**src/rtl/fp16_fma_arbiter.sv**
```systemverilog
// Round-robin front end that shares one fixed-latency FP16 FMA among N
// requesters, returning results through credit-gated per-requester FIFOs.
module fp16_fma_arbiter #(
  parameter int N     = 4,
  parameter int LAT   = 4,
  parameter int DEPTH = 4,
  parameter int TAGQ  = 8
) (
  input  logic                       clk,
  input  logic                       rst,
  input  logic [N-1:0]               req_valid,
  output logic [N-1:0]               req_ready,
  input  logic [16*N-1:0]            req_a,
  input  logic [16*N-1:0]            req_b,
  input  logic [16*N-1:0]            req_c,
  output logic [N-1:0]               resp_valid,
  input  logic [N-1:0]               resp_ready,
  output logic [16*N-1:0]            resp_data,
  output logic                       fma_in_valid,
  output logic [15:0]                fma_a,
  output logic [15:0]                fma_b,
  output logic [15:0]                fma_c,
  input  logic                       fma_out_valid,
  input  logic [15:0]                fma_out,
  output logic [$clog2(TAGQ+1)-1:0]  inflight,
  output logic                       busy,
  output logic                       err_orphan
);

  localparam int IW = $clog2(N);
  localparam int CW = $clog2(DEPTH+1);
  localparam int QW = $clog2(TAGQ+1);
  localparam int TP = (TAGQ > 1) ? $clog2(TAGQ) : 1;
  localparam int FP = (DEPTH > 1) ? $clog2(DEPTH) : 1;

  logic [IW-1:0] ptr;
  logic [N-1:0]  elig;
  logic          gnt_any;
  logic [IW-1:0] gnt;
  logic          issue;

  logic          fv_q;
  logic [15:0]   fa_q, fb_q, fc_q;
  logic          err_q;
  logic [LAT-1:0] lat_sr;

  logic [IW-1:0] tq_mem [TAGQ];
  logic [TP-1:0] tq_wr, tq_rd;
  logic [QW-1:0] tq_cnt;
  logic [IW-1:0] tq_head;
  logic          tq_full;
  logic          tq_pop;

  logic [N-1:0]  f_wen;
  logic [N-1:0]  f_ren;

  // first eligible index at or above ptr, wrapping; lowest offset wins
  always_comb begin
    int j;
    j = 0;
    gnt_any = 1'b0;
    gnt = '0;
    for (int k = N-1; k >= 0; k--) begin
      j = int'(ptr) + k;
      if (j >= N) j -= N;
      if (elig[j]) begin
        gnt_any = 1'b1;
        gnt = IW'(j);
      end
    end
  end

  assign tq_full = (tq_cnt == QW'(TAGQ));
  assign tq_pop  = fma_out_valid & (tq_cnt != '0);
  assign tq_head = tq_mem[tq_rd];
  assign issue   = gnt_any & ~tq_full & ~rst;
  assign req_ready = issue ? (N'(1) << gnt) : '0;

  always_ff @(posedge clk) begin
    if (rst) begin
      ptr    <= '0;
      fv_q   <= 1'b0;
      fa_q   <= '0;
      fb_q   <= '0;
      fc_q   <= '0;
      tq_wr  <= '0;
      tq_rd  <= '0;
      tq_cnt <= '0;
      err_q  <= 1'b0;
      lat_sr <= '0;
    end else begin
      fv_q   <= issue;
      lat_sr <= LAT'({lat_sr, fv_q});
      if (issue) begin
        ptr   <= (gnt == IW'(N-1)) ? '0 : gnt + 1'b1;
        fa_q  <= req_a[16*gnt +: 16];
        fb_q  <= req_b[16*gnt +: 16];
        fc_q  <= req_c[16*gnt +: 16];
        tq_wr <= (tq_wr == TP'(TAGQ-1)) ? '0 : tq_wr + 1'b1;
      end
      if (tq_pop)
        tq_rd <= (tq_rd == TP'(TAGQ-1)) ? '0 : tq_rd + 1'b1;
      if (issue & ~tq_pop)
        tq_cnt <= tq_cnt + 1'b1;
      else if (~issue & tq_pop)
        tq_cnt <= tq_cnt - 1'b1;
      if (fma_out_valid & (tq_cnt == '0))
        err_q <= 1'b1;
    end
  end

  always_ff @(posedge clk) begin
    if (issue) tq_mem[tq_wr] <= gnt;
  end

  assign fma_in_valid = fv_q & ~rst;
  assign fma_a        = rst ? 16'h0 : fa_q;
  assign fma_b        = rst ? 16'h0 : fb_q;
  assign fma_c        = rst ? 16'h0 : fc_q;
  assign err_orphan   = err_q & ~rst;
  assign inflight     = rst ? '0 : tq_cnt;
  assign busy         = (inflight != '0) | (|resp_valid);

  for (genvar i = 0; i < N; i++) begin : g_port
    logic [CW-1:0] credit;
    logic [CW-1:0] cnt;
    logic [FP-1:0] wr, rd;
    logic [15:0]   mem [DEPTH];
    logic          gi;

    assign gi       = issue & (gnt == IW'(i));
    assign elig[i]  = req_valid[i] & (credit != '0);
    assign f_wen[i] = tq_pop & (tq_head == IW'(i));
    assign f_ren[i] = resp_ready[i] & (cnt != '0);

    always_ff @(posedge clk) begin
      if (rst) begin
        credit <= CW'(DEPTH);
        cnt    <= '0;
        wr     <= '0;
        rd     <= '0;
      end else begin
        if (gi & ~f_ren[i])
          credit <= credit - 1'b1;
        else if (~gi & f_ren[i])
          credit <= credit + 1'b1;
        if (f_wen[i])
          wr <= (wr == FP'(DEPTH-1)) ? '0 : wr + 1'b1;
        if (f_ren[i])
          rd <= (rd == FP'(DEPTH-1)) ? '0 : rd + 1'b1;
        if (f_wen[i] & ~f_ren[i])
          cnt <= cnt + 1'b1;
        else if (~f_wen[i] & f_ren[i])
          cnt <= cnt - 1'b1;
      end
    end

    always_ff @(posedge clk) begin
      if (f_wen[i]) mem[wr] <= fma_out;
    end

    assign resp_valid[i] = ~rst & (cnt != '0);
    assign resp_data[16*i +: 16] = resp_valid[i] ? mem[rd] : 16'h0;

    a_no_ovf: assert property (@(posedge clk) disable iff (rst)
      !(f_wen[i] && !f_ren[i] && cnt == CW'(DEPTH)));
    a_credit: assert property (@(posedge clk) disable iff (rst)
      (credit <= CW'(DEPTH)) && !(gi && !f_ren[i] && credit == '0));
  end

  // a tagged return must line up with an issue exactly LAT cycles earlier
  a_lat: assert property (@(posedge clk) disable iff (rst)
    (fma_out_valid && tq_cnt != '0) |-> lat_sr[LAT-1]);

endmodule

```
**config.mk**
```make
export PLATFORM = sky130hd
export DESIGN_NAME = fp16_fma_arbiter
export DESIGN_NICKNAME = d
export VERILOG_FILES = /design/src/rtl/fp16_fma_arbiter.sv
export SDC_FILE = /design/constraint.sdc
export NUM_CORES = 1
export LEC_CHECK = 0
export CORE_ASPECT_RATIO = 1.4
export CORE_MARGIN = 10
export CORE_UTILIZATION = 45
export DETAILED_ROUTE_END_ITERATION = 10
export PLACE_DENSITY = 0.77
export SLEW_MARGIN = 25
export SYNTH_ARGS = -nofsm -noshare
export SYNTH_HDL_FRONTEND = slang
export SYNTH_SLANG_ARGS = --single-unit
```
**constraint.sdc**
```tcl
create_clock -name clk -period 3.77 [get_ports clk]
set_input_delay 0.754 -clock clk [delete_from_list [all_inputs] [get_ports clk]]
set_output_delay 0.754 -clock clk [all_outputs]
set_load 0.01 [all_outputs]
```
==> impl_metrics.tcl, run 1 <==
set metrics [dict create \
    hpwl_mm 33.70 \
    die_h_um 252.1 \
    core_sq_um 37840 \
    rsz0062_at_grt "false" \
    yosysWarnings 0 \
    syn_area_sq_um 17310 \
    wl_per_cell_um 22.32 \
    vias 11562 \
    initial_core_util_pct 45.75 \
    p_int_mw 9.570 \
    post-place-ws_ns -0.09806 \
    final_max_slew_viol_count 0 \
    fill_cells 2952 \
    slew_headroom_pct 44.03 \
    layout_commonest_cell "clkdlybuf4s50_1" \
    ys.flop_type "edfxtp_1" \
    fin_util_pct 59.49 \
    cts_htree_levels 2 \
    gp_congestion 0.8741 \
    cp-end-kind "primary output" \
    fp.dieArea_sq_um 46820 \
    use_met3_pct 6.559 \
    synth_seq_cells 385 \
    cts_tree "yes" \
    critPathArrivalTime_ns 2.87 \
    mostFrequentLayoutCells "clkdlybuf4s50_1 (343), edfxtp_1 (272), nor2b_1 (118)" \
    min_path_type "flip-flop to flip-flop" \
    drtPass1Iterations 5 \
    synth_top_area_share_pct 47.19 \
    drive_above_1_share_pct 12.07 \
    combPwrFrac_pct 35.4 \
    stdcell_area_sq_um 22510 \
    pin_count 346 \
    final.setup_skew_ns 0.01600 \
    setup_viol 0 \
    wl_mm 46.70 \
    placed_area_sq_um 21350 \
    use_met2_pct 34.60 \
    p_leak_nw 7.979 \
    cts.clk_slew.worst_paths_ns 0.06 \
    async_reset_ff_share_pct 0 \
    worst_skew_pair.late_latency_ns 0.54 \
    postCtsHoldBufs 0 \
    hold_viol_final 0 \
    syn2layout_area_growth_pct 30.04 \
    antenna_found_initial 2 \
    grt_util_all_layers_pct 19.57 \
    die_w_um 185.8 \
    syn_avg_cell_area_sq_um 13.85 \
    power_density_nw_per_um2 622.8 \
    cts_buffers 36 \
    synthesis.nets 1514 \
    max_slew.worst_pin.slew_ns 0.8395 \
    crit_fanout 3 \
    ir_drop_uv 350.2 \
    grt_max_degree 60 \
    grt_pass1_vias 12042 \
    crit_path_start_kind "primary input" \
    root_buffer "clkbuf_16" \
    cts.sinks 385 \
    critPathKind "primary input to primary output" \
    seqPwrFrac_pct 39.4 \
    synth_area_leaders "edfxtp_1 (47%), dfxtp_1 (13%), mux4_2 (8.8%)" \
    cts_setup_buffers 0 \
    rows 84 \
    yosysSeqAreaShare_pct 60.26 \
    max_freq_mhz 276.3 \
    swShare_pct 31.73 \
    clockPowerShare_pct 25.1 \
    maxCapViolCount 0 \
    period_needed_ns 3.620 \
    syn_inst 1250 \
    busiest_layer "met2" \
    drt-initial-drc-count 589 \
    use_met1_pct 20.83 \
    grt_pass1_wl_mm 70.35 \
    status "completed" \
    synth-edff-count 272 \
    ant_nets 0 \
    synth_top_cell_by_area "edfxtp_1" \
    required_ns 3.02 \
    numPortBuffers 345 \
    fin_crit_sh_pct 96.01 \
    clockBufferDepth 3 \
    overflow 0 \
    drc 0 \
    synth.distinct_cells 48 \
    p_switching_mw 4.448 \
    vias_per_cell 5.527 \
    nets 1852 \
    worst_slack_ns 0.1504 \
]
==> cell families after synthesis <==
logic type | share of synthesized area, %
mux | 12.92
compound gates | 8.602
xor+xnor | 0.9614
fa+ha+maj | 3.643
buf+inv | 4.099
flops | 60.26
simple gates | 9.513
==> path summary, 6_finish.rpt <==
path | end | slack, ns | cells after the start | startpoint
max | req_ready[1] | 0.15 | 6 | req_valid[0]
min | err_q | 0.47 | 2 | err_q
max reg2reg | g_port[3].credit[2] | 0.47 | 11 | g_port[1].credit[2]
min reg2reg | err_q | 0.47 | 2 | err_q
==> metrics by stage <==
step	power, mW	hold slack (ns)	TNS, ns	std cells
2_1_floorplan	8.688	0.4290	0	1250
3_3_place_gp	10.46	0.4495	0	2023
3_5_place_dp	10.60	0.4551	-0.09806	2023
4_1_cts	14.16	0.4718	0	2089
5_1_grt	14.76	0.4955	0	2089
6_report	14.02	0.4685	0	2092
==> synth_stat cells (5+ instances only) <==
cell,count
edfxtp_1,272
nor2b_1,118
dfxtp_1,113
nor2_1,102
a211oi_1,96
inv_1,82
mux4_2,68
mux2i_1,66
clkbuf_1,51
a221oi_1,48
ha_1,36
buf_2,24
a21oi_1,23
nor3_1,20
and2_1,17
xor2_1,17
nand2_1,10
fa_1,9
o21ai_0,9
nand2b_1,8
or3_1,7
buf_6,5
==> final cells by class <==
type	count	area, sq um	share of cell area, %
inverters	83	311.5	1.384
well taps	473	591.8	2.629
flip-flops and latches	385	10430	46.34
diodes	3	7.507	0.03335
multi-input cells	696	6241	27.73
repair buffers	386	3786	16.82
clock buffers	39	912.1	4.052
clock inverters	27	229.0	1.017
==> registers in the layout, indices dropped and copies added, names as in the netlist, named ones only <==
register / cells
err_q: 1
fa_q: 16
fb_q: 16
fc_q: 16
fv_q: 1
g_port.cnt: 12
g_port.credit: 12
g_port.mem: 256
g_port.rd: 8
g_port.wr: 8
ptr: 2
tq_cnt: 4
tq_mem: 16
tq_rd: 3
tq_wr: 3
==> power by group through the flow <==
stage | combinational (mW) | clock (mW) | sequential [mW]
floorplan | 3.20 | 0 | 5.49
global placement | 4.88 | 0 | 5.58
detailed placement | 4.99 | 0 | 5.61
CTS | 5.03 | 3.60 | 5.53
global route | 5.40 | 3.76 | 5.60
finish | 4.97 | 3.52 | 5.53
==> per-layer routing <==
| metal | routed length, um | vias up |
|---|---|---|
| li1 | - | 5344 |
| met1 | 16630 | 5634 |
| met2 | 23880 | 510 |
| met3 | 4459 | 74 |
| met4 | 1724 | 0 |
| met5 | 0 | - |
==> worst max-delay path: stages <==
cell,delay [ns]
clkdlybuf4s50_1,0.52
o311ai_1,0.15
a211oi_2,0.42
o311ai_4,0.16
nor2_1,0.20
clkdlybuf4s50_1,0.66
==> what timing repair did <==
item / CTS / global route
gates resized for setup: 1 / 2
pin swaps: 0 / 1
endpoints found under the setup margin: 2 / 1
Power figures use the tool's default switching activity.
==> run 2, diff against run 1 <==
- CORE_MARGIN: 10 -> 2
==> impl_metrics.tcl, run 2 (synthesis results as in run 1) <==
set metrics [dict create \
    status "completed" \
    mostFrequentLayoutCells "clkdlybuf4s50_1 (343), edfxtp_1 (272), nor2b_1 (118)" \
    cts_tree "yes" \
    vias 11451 \
    wl_mm 42.96 \
    crit_slowest_cell "clkdlybuf4s50_1" \
    drt-initial-drc-count 708 \
    diodes 0 \
    crit_fanout 5 \
    postCtsHoldBufs 0 \
    nets 1855 \
    p_int_mw 9.802 \
    cp-end-kind "primary output" \
    cts_buffers 36 \
    root_buffer "clkbuf_16" \
    critical-path-max-stage-delay_ns 0.52 \
    placed_area_sq_um 21380 \
    worst_skew_pair.late_latency_ns 0.53 \
    slew_headroom_pct 44.13 \
    numPortBuffers 345 \
    period_needed_ns 3.659 \
    layout_commonest_cell "clkdlybuf4s50_1" \
    cts_htree_levels 2 \
    antenna_found_initial 0 \
    power_density_nw_per_um2 627.5 \
    drc 0 \
    largest_register "g_port.mem" \
    largest_register_ffs 256 \
    gp_congestion 0.8484 \
    drtPass1Iterations 5 \
    syn2layout_area_growth_pct 30.53 \
    pin_count 346 \
    max_freq_mhz 273.3 \
    swShare_pct 30.86 \
    register_area_sq_um 10430 \
    critPathKind "primary input to primary output" \
    hpwl_mm 30.21 \
    grt_max_degree 74 \
    placed_cells_incl_taps 2031 \
    final.setup_skew_ns 0.01784 \
    multi_input_area_sq_um 6240 \
    combPwrFrac_pct 34.9 \
    clockPowerShare_pct 26.1 \
    fin_cells 2096 \
    min_path_type "flip-flop to flip-flop" \
    fill_cells 2918 \
    cts.sinks 385 \
    hold_viol_final 0 \
    maxCapViolCount 0 \
    max_slew.worst_pin.slew_ns 0.8380 \
    core_sq_um 38180 \
    path_cells "clkdlybuf4s50_1, o31a_1, a2bb2oi_4, a22oi_2, and3_2, buf_4, clkdlybuf4s50_1" \
    grt_pass1_vias 11786 \
    drive_above_1_share_pct 12.36 \
    cts_setup_buffers 0 \
    post-place-ws_ns -0.04757 \
    cts.clk_slew.worst_paths_ns 0.06 \
    initial_core_util_pct 45.34 \
    fp.dieArea_sq_um 40070 \
    seqPwrFrac_pct 39.0 \
    fin_crit_sh_pct 97.06 \
    hold_slack_ns 0.4722 \
    overflow 0 \
    clockBufferDepth 3 \
    critPathArrivalTime_ns 2.91 \
    setup_viol 0 \
    wl_per_cell_um 20.50 \
    ir_drop_uv 292.5 \
    p_switching_mw 4.374 \
    grt_pass1_wl_mm 66.38 \
    rows 85 \
    vias_per_cell 5.463 \
    p_leak_nw 8.034 \
    crit_path_start_kind "primary input" \
    grt_util_all_layers_pct 21.57 \
    worst_slack_ns 0.1109 \
    die_h_um 236.1 \
    cp_common_cell "clkdlybuf4s50_1" \
    rsz0062_at_grt "false" \
    die_w_um 169.8 \
    required_ns 3.02 \
    p_total_mw 14.18 \
    stdcell_area_sq_um 22590 \
    final_max_slew_viol_count 0 \
    ant_nets 0 \
]
-- run 2: timing repair --
| action | 4_1_cts | 5_1_grt |
|---|---|---|
| resized for setup | 1 | 3 |
| endpoints found under the setup margin | 2 | 2 |
| pin swaps | 0 | 1 |
-- run 2: metrics by stage --
step	setup TNS, ns	util [%]
global placement	0	55.99
floorplan	0	-
detailed placement	-0.09023	55.99
finish	0	59.17
CTS	0	59.16
global route	0	59.17
-- run 2: worst max-delay path, delay by kind of cell --
kind,cells,cell delay [ns]
AOI/OAI and AO/OA,3,0.72
and+or+nand+nor,1,0.29
buffers and inverters,3,1.15
-- run 2: power groups by stage --
stage / Combinational (mW) / Clock [mW] / Sequential (mW)
after floorplan: 3.20 / 0 / 5.49
after global routing: 5.39 / 3.92 / 5.60
after detailed placement: 4.97 / 0 / 5.62
final: 4.95 / 3.70 / 5.53
after CTS: 5.01 / 3.78 / 5.54
after global placement: 4.86 / 0 / 5.58
-- run 2: metal layers --
metal | wire, um | track usage (%)
met1 | 15210 | 23.21
met2 | 23450 | 41.10
met3 | 2669 | 4.161
met4 | 1629 | 8.288
met5 | 0 | 0
-- run 2: final timing paths --
check,startpoint,endpoint,slack (ns),depth (start not counted)
hold / removal,err_q,err_q,0.47,2
setup reg to reg,g_port[1].credit[2],g_port[2].credit[2],0.55,10
setup / recovery,req_valid[2],req_ready[2],0.11,7
hold reg to reg,err_q,err_q,0.47,2
-- run 2: area by class of cell --
type / count / share of cell area (%)
multi-input combinational: 696 / 27.62
clock inverter: 20 / 0.9747
tap: 478 / 2.647
sequential: 385 / 46.16
inverter: 83 / 1.379
clock buffer: 45 / 4.358
timing repair buffer: 389 / 16.86
